File: config.mk
export PLATFORM = sky130hd
export DESIGN_NAME = led_alarm_sequencer_flat
export DESIGN_NICKNAME = d
export VERILOG_FILES = /design/src/rtl/led_alarm_sequencer_if.sv /design/src/rtl/led_alarm_sequencer.sv /design/src/flat_wrapper.sv
export SDC_FILE = /design/constraint.sdc
export NUM_CORES = 1
export LEC_CHECK = 0
export ABC_AREA = 1
export BUFFER_PORTS_ARGS = -buffer_cell sky130_fd_sc_hd__buf_2
export CORE_MARGIN = 5
export CORE_UTILIZATION = 35
export DETAILED_ROUTE_END_ITERATION = 12
export PLACE_DENSITY = 0.63
export SLEW_MARGIN = 20
export SYNTH_ARGS = -nofsm -noshare
export SYNTH_HDL_FRONTEND = slang
export SYNTH_SLANG_ARGS = --single-unit
File: constraint.sdc
create_clock -name clk -period 1.7 [get_ports clk]
set_input_delay 0.255 -clock clk [delete_from_list [all_inputs] [get_ports clk]]
set_output_delay 0.255 -clock clk [all_outputs]
set_load 0.01 [all_outputs]
File: src/rtl/led_alarm_sequencer_if.sv
// ---------------------------------------------------------------------------
// led_alarm_sequencer_if
//   Bundles the LED pattern path and the alarm control/status signals of the
//   LED alarm sequencer so that producer and consumer share one port.
//
//   Signals:
//     leds      normal-mode LED pattern from the pattern generator
//     explosion level, 1 = trigger the alarm sequence
//     clear     level, returns the sequencer to pass-through
//     now       registered LED drive towards the board LEDs
//     busy      1 while the alarm sequence or hold is active
//
//   Modports:
//     master  drives leds/explosion/clear, observes now/busy
//     slave   the sequencer itself
// ---------------------------------------------------------------------------
interface led_alarm_sequencer_if #(
    parameter int N_LEDS = 7
);
    logic [N_LEDS-1:0] leds;
    logic              explosion;
    logic              clear;
    logic [N_LEDS-1:0] now;
    logic              busy;

    modport master (
        output leds,
        output explosion,
        output clear,
        input  now,
        input  busy
    );

    modport slave (
        input  leds,
        input  explosion,
        input  clear,
        output now,
        output busy
    );
endinterface

File: src/rtl/led_alarm_sequencer.sv
// ---------------------------------------------------------------------------
// led_alarm_sequencer
//   Registered LED alarm override. In pass-through the game's LED pattern is
//   forwarded to the board LEDs with one clock of latency. An explosion
//   starts a timed blink sequence on all channels, after which every LED is
//   latched on until clear is asserted while explosion is low.
//
//   Ports:
//     clk    system clock, rising edge
//     reset  asynchronous, active-high reset
//     bus    led_alarm_sequencer_if.slave
//              leds (in), explosion (in), clear (in), now (out), busy (out)
//
//   Parameters:
//     N_LEDS     number of LED channels (>= 1)
//     BLINK_DIV  clock cycles per blink half-period (>= 1)
//     N_BLINKS   full on/off blink cycles before latching on (>= 1)
//
//   Build option:
//     LED_ALT_PATTERN_EN  when defined, blink phases alternate between the
//                         even-index and odd-index channel masks instead of
//                         all on / all off. The hold pattern stays all on.
// ---------------------------------------------------------------------------
module led_alarm_sequencer #(
    parameter int N_LEDS    = 7,
    parameter int BLINK_DIV = 25000000,
    parameter int N_BLINKS  = 5
) (
    input  logic                 clk,
    input  logic                 reset,
    led_alarm_sequencer_if.slave bus
);

    localparam int DIV_W  = (BLINK_DIV > 1)    ? $clog2(BLINK_DIV)    : 1;
    localparam int HALF_W = (2 * N_BLINKS > 1) ? $clog2(2 * N_BLINKS) : 1;

    localparam logic [DIV_W-1:0]  DIV_LAST  = DIV_W'(BLINK_DIV - 1);
    localparam logic [HALF_W-1:0] HALF_LAST = HALF_W'(2 * N_BLINKS - 1);

    localparam logic [N_LEDS-1:0] ALL_ONES = {N_LEDS{1'b1}};

    localparam logic [1:0] ST_PASS  = 2'd0;
    localparam logic [1:0] ST_FLASH = 2'd1;
    localparam logic [1:0] ST_HOLD  = 2'd2;

`ifdef LED_ALT_PATTERN_EN
    // Channels 0,2,4,... set; used for the "on" phase, its complement for "off".
    function automatic logic [N_LEDS-1:0] evenMask();
        logic [N_LEDS-1:0] m;
        for (int i = 0; i < N_LEDS; i++) begin
            m[i] = ((i % 2) == 0);
        end
        return m;
    endfunction

    localparam logic [N_LEDS-1:0] ON_PAT  = evenMask();
    localparam logic [N_LEDS-1:0] OFF_PAT = ~ON_PAT;
`else
    localparam logic [N_LEDS-1:0] ON_PAT  = ALL_ONES;
    localparam logic [N_LEDS-1:0] OFF_PAT = '0;
`endif

    logic [1:0]        state_q, state_d;
    logic [DIV_W-1:0]  div_q,   div_d;
    logic [HALF_W-1:0] half_q,  half_d;
    logic              phase_q, phase_d;
    logic [N_LEDS-1:0] now_q,   now_d;
    logic              busy_q,  busy_d;

    // Next-state logic. A qualified clear (clear high, explosion low) is
    // checked before the blink timing so that it wins even on a half-period
    // boundary. Explosion is only looked at in PASS, so holding or
    // re-asserting it during FLASH/HOLD never restarts the sequence.
    always_comb begin
        state_d = state_q;
        div_d   = div_q;
        half_d  = half_q;
        phase_d = phase_q;
        now_d   = now_q;
        busy_d  = busy_q;

        case (state_q)
            ST_PASS: begin
                now_d  = bus.leds;
                busy_d = 1'b0;
                if (bus.explosion) begin
                    state_d = ST_FLASH;
                    now_d   = ON_PAT;
                    busy_d  = 1'b1;
                    div_d   = '0;
                    half_d  = '0;
                    phase_d = 1'b1;
                end
            end

            ST_FLASH: begin
                busy_d = 1'b1;
                if (bus.clear && !bus.explosion) begin
                    state_d = ST_PASS;
                    now_d   = bus.leds;
                    busy_d  = 1'b0;
                    div_d   = '0;
                    half_d  = '0;
                    phase_d = 1'b0;
                end else if (div_q == DIV_LAST) begin
                    div_d = '0;
                    if (half_q == HALF_LAST) begin
                        state_d = ST_HOLD;
                        now_d   = ALL_ONES;
                    end else begin
                        half_d  = half_q + 1'b1;
                        phase_d = ~phase_q;
                        // The pattern shown is that of the phase being entered.
                        now_d   = phase_q ? OFF_PAT : ON_PAT;
                    end
                end else begin
                    div_d = div_q + 1'b1;
                end
            end

            ST_HOLD: begin
                now_d  = ALL_ONES;
                busy_d = 1'b1;
                if (bus.clear && !bus.explosion) begin
                    state_d = ST_PASS;
                    now_d   = bus.leds;
                    busy_d  = 1'b0;
                    div_d   = '0;
                    half_d  = '0;
                    phase_d = 1'b0;
                end
            end

            default: begin
                state_d = ST_PASS;
                now_d   = '0;
                busy_d  = 1'b0;
                div_d   = '0;
                half_d  = '0;
                phase_d = 1'b0;
            end
        endcase
    end

    // State, counters and the registered outputs; reset clears everything
    // immediately so the LEDs go dark without waiting for a clock.
    always_ff @(posedge clk or posedge reset) begin
        if (reset) begin
            state_q <= ST_PASS;
            div_q   <= '0;
            half_q  <= '0;
            phase_q <= 1'b0;
            now_q   <= '0;
            busy_q  <= 1'b0;
        end else begin
            state_q <= state_d;
            div_q   <= div_d;
            half_q  <= half_d;
            phase_q <= phase_d;
            now_q   <= now_d;
            busy_q  <= busy_d;
        end
    end

    assign bus.now  = now_q;
    assign bus.busy = busy_q;

endmodule
File: src/flat_wrapper.sv
// flat-port wrapper written by rule: the top's interface ports become plain ports
module led_alarm_sequencer_flat 
#(
    parameter int N_LEDS    = 7,
    parameter int BLINK_DIV = 25000000,
    parameter int N_BLINKS  = 5
)
  (clk, reset, bus_leds, bus_explosion, bus_clear, bus_now, bus_busy);
  led_alarm_sequencer_if #(.N_LEDS(N_LEDS)) bus_i ();
  input  logic clk;
  input  logic reset;
  input wire logic [$bits(bus_i.leds)-1:0] bus_leds;
  input wire logic [$bits(bus_i.explosion)-1:0] bus_explosion;
  input wire logic [$bits(bus_i.clear)-1:0] bus_clear;
  output wire logic [$bits(bus_i.now)-1:0] bus_now;
  output wire logic [$bits(bus_i.busy)-1:0] bus_busy;
  assign bus_i.leds = bus_leds;
  assign bus_i.explosion = bus_explosion;
  assign bus_i.clear = bus_clear;
  assign bus_now = bus_i.now;
  assign bus_busy = bus_i.busy;
  led_alarm_sequencer #(.N_LEDS(N_LEDS), .BLINK_DIV(BLINK_DIV), .N_BLINKS(N_BLINKS)) u_core (.clk(clk), .reset(reset), .bus(bus_i));
endmodule
==> run_results.csv <==
group,metric,value,unit
critical_path,arrival,1.80,ns
cells_and_area,final_cells,471,
power_and_ir_drop,p_total,3.32,mW
place,placed_cells,460,
hold_path,hold_class,"input pin to asynchronous set/reset pin",
die,dieArea,8890,sq um
synthesis,synth.distinct_cells,31,
cells_and_area,multi_input_area,1370,sq um
cts,clk_pin_slew,0.08,ns
sta,fin_crit_sh,95.7,%
detailed_routing,wl_per_cell,11.5,um
global_routing,grt_pass1_vias,2189,
place,place_area,2770,sq um
sta,final-hold-violation-count,0,
die,fp-row-count,30,
synthesis,synth-edff-count,0,
critical_path,r2r_cells,9,
cts,cts_hold_buf,0,
place,port_buffers,18,
cts,cts_buffers,5,
sta,fin_ws,0.0735,ns
global_routing,grt.overflow.total,0,
place,dp_hpwl,3880,um
sta,clock.fmax,615,MHz
run,maxCapViolCount,0,
cells_and_area,antenna_cells,0,
die,die_y,94.3,um
cts,cts_tree,"yes",
sta,finalSetupTns,0,ns
cts,clk_latency,0.29,ns
critical_path,end_kind,"register",
synthesis,synth_nets,353,
detailed_routing,vias_per_cell,4.69,
synthesis,ys_ff_latch,40,
cells_and_area,syn_to_final_growth,22.0,%
cells_and_area,stdcell_area,3030,sq um
global_routing,antenna_found_initial,0,
detailed_routing,first_iter_violations,100,
sta,setup_violations,0,
critical_path,critPathKind,"register to register",
power_and_ir_drop,leakage,1.47,nW
synthesis,syn_area_per_cell,7.42,sq um
synthesis,synth_warnings,0,
critical_path,worstPathMaxFanout,8,
critical_path,cpMaxStageDelayCell,"dfrtp_1",
critical_path,cpPeakStageDelay,0.38,ns
cts,clock_path_buffers,2,
critical_path,cp_common_cell,"buf_4",
power_and_ir_drop,ir_drop,735,uV
sta,worst-slew-pin-transition,0.565,ns
detailed_routing,dr.pass1.iters,4,
detailed_routing,drc,0,
synthesis,yosysSeqAreaShare,40.3,%
synthesis,netlist_area,2490,sq um
sta,slew_headroom,62.1,%
detailed_routing,ant_nets,0,
sta,period_minus_slack,1.63,ns
place,gp_congestion,0.828,
synthesis,synthCells,335,
detailed_routing,vias,2208,
sta,rsz0062_at_grt,"yes",
critical_path,rr_startpoint,"u_core.state_q[0]",
cells_and_area,regArea,1000,sq um
run_status,outcome,"completed",
global_routing,grt_max_degree,41,
sta,maxSlewViolCount,0,
cts,clock_sinks,40,
synthesis,ys.flop_type,"dfrtp_1",
cells_and_area,drive_gt1_share,25.3,%
power_and_ir_drop,powerDensity,1090,nW/um^2
global_routing,grt_pass1_wl,9350,um
critical_path,r2r_setup_slack,0.07,ns
detailed_routing,drt-total-wl,5440,um
cts,cts_root_buffer,"clkbuf_8",
cells_and_area,fill_cells,672,
critical_path,crit_chain,"buf_4 -> ha_1 -> nand2_2 -> buf_4 -> nor2_1 -> nor2_2 -> nand2_8 -> nand2_1 -> o21ai_1",
synthesis,synthArstFlopShare,100,%
critical_path,rr_endpoint,"u_core.half_q[3]",
cells_and_area,final_nets,393,
die,core_area,6870,sq um
cts,htree_num_levels,2,
sta,skew,0.0140,ns
critical_path,cp.required,1.87,ns
die,initial_utilization,36.2,%
die,io_pins,19,
critical_path,cp-start-kind,"register",
global_routing,grtUsageTotal,13.0,%
place,dp_slack,0.00713,ns
die,die_width,94.3,um
[placed cells by master, fill, tap and decap left out, types with 3 or more instances in the layout]
master	netlist	layout
nor2_4	3	4
ha_1	7	4
nand2_4	5	6
buf_6	5	3
nor2_1	50	46
buf_4	0	18
a21oi_1	4	4
nand3_2	2	5
nand4_1	9	9
nand2_1	80	73
nor3_2	2	4
xor2_1	4	4
clkbuf_8	0	5
inv_1	40	39
dfrtp_1	40	40
nand2_2	2	6
buf_2	1	18
nor2_2	3	6
o21ai_0	22	19
inv_2	2	3
or2_2	3	3
nor3_1	10	8
nand3_1	30	26
[per-stage QoR]
stage | util (%) | hold slack [ns]
2_1_floorplan | - | 0.459
3_3_place_gp | 40.3 | 0.412
3_5_place_dp | 40.3 | 0.414
4_1_cts | 41.5 | 0.0935
5_1_grt | 44.2 | 0.140
6_report | 44.2 | 0.0772
[per-layer routing]
| layer | GRT usage (%) | routed length [um] |
|---|---|---|
| met1 | 16.9 | 2570 |
| met2 | 22.0 | 2670 |
| met3 | 2.80 | 176 |
| met4 | 2.65 | 23 |
| met5 | 0 | 0 |
[cells by family after synthesis]
| group | Yosys count | synth area share (%) |
|---|---|---|
| AND/OR/NAND/NOR | 201 | 37.7 |
| adder cells (fa/ha/maj) | 7 | 3.52 |
| buffers and inverters | 51 | 9.56 |
| AO/OA/AOI/OAI | 30 | 6.79 |
| XOR/XNOR | 6 | 2.11 |
| flip-flops | 40 | 40.3 |
[registers in the layout, indices dropped and copies added (netlist names)]
register	count
u_core.phase_q	1
u_core.div_q	25
u_core.state_q	2
u_core.half_q	4
u_core.bus.busy	1
u_core.bus.now	7
[synth_stat cells (2+ instances only)]
master   number  area, sq um
nand2_1      80          300
nor2_1       50          188
dfrtp_1      40         1000
inv_1        40          150
nand3_1      30          150
o21ai_0      22          110
nor3_1       10         50.1
nand4_1       9         56.3
ha_1          7         87.6
buf_6         5         56.3
nand2_4       5         56.3
a21oi_1       4         20.0
xor2_1        4         35.0
nor2_2        3         18.8
nor2_4        3         33.8
or2_2         3         18.8
inv_2         2         7.51
nand2_2       2         12.5
nand3_2       2         20.0
nor3_2        2         20.0
xnor2_1       2         17.5
[how the worst max path moves through the flow]
| stage | startpoint | to | slack (ns) |
|---|---|---|---|
| after floorplan | u_core.state_q[0] | u_core.div_q[23] | 0.11 |
| after global placement | u_core.state_q[1] | u_core.div_q[22] | 0.04 |
| after detailed placement | u_core.state_q[1] | u_core.div_q[5] | 0.007 |
| after CTS | u_core.state_q[1] | u_core.div_q[22] | 0.0008 |
| after global routing | u_core.div_q[0] | u_core.half_q[3] | -0.06 |
| final | u_core.state_q[0] | u_core.half_q[3] | 0.07 |
[critical path: cells and delay by family (launching register included)]
kind | cells | cell delay (ns)
DFF | 1 | 0.38
adders and majority gates | 1 | 0.25
buffers and inverters | 2 | 0.26
AOI/OAI and AO/OA | 1 | 0.06
and+or+nand+nor | 5 | 0.56
[power breakdown]
group	internal [mW]	switching (mW)	leakage (nW)
clock	0.278	0.334	0.0400
sequential	1.12	0.0998	0.534
combinational	0.630	0.854	0.900
total	2.03	1.29	1.47
[area by class of cell]
| type | count | share of cell area (%) |
|---|---|---|
| Timing Repair Buffer | 40 | 9.20 |
| Inverter | 44 | 5.94 |
| Clock buffer | 5 | 2.27 |
| Tap cell | 96 | 3.96 |
| Sequential cell | 40 | 33.0 |
| Multi-Input combinational cell | 244 | 45.2 |
| Clock inverter | 2 | 0.413 |
[what timing repair did]
item                       CTS  global route
setup endpoints to repair    0            32
resized for setup            0            38
buffers inserted             0             5
Power figures use the tool's default switching activity.
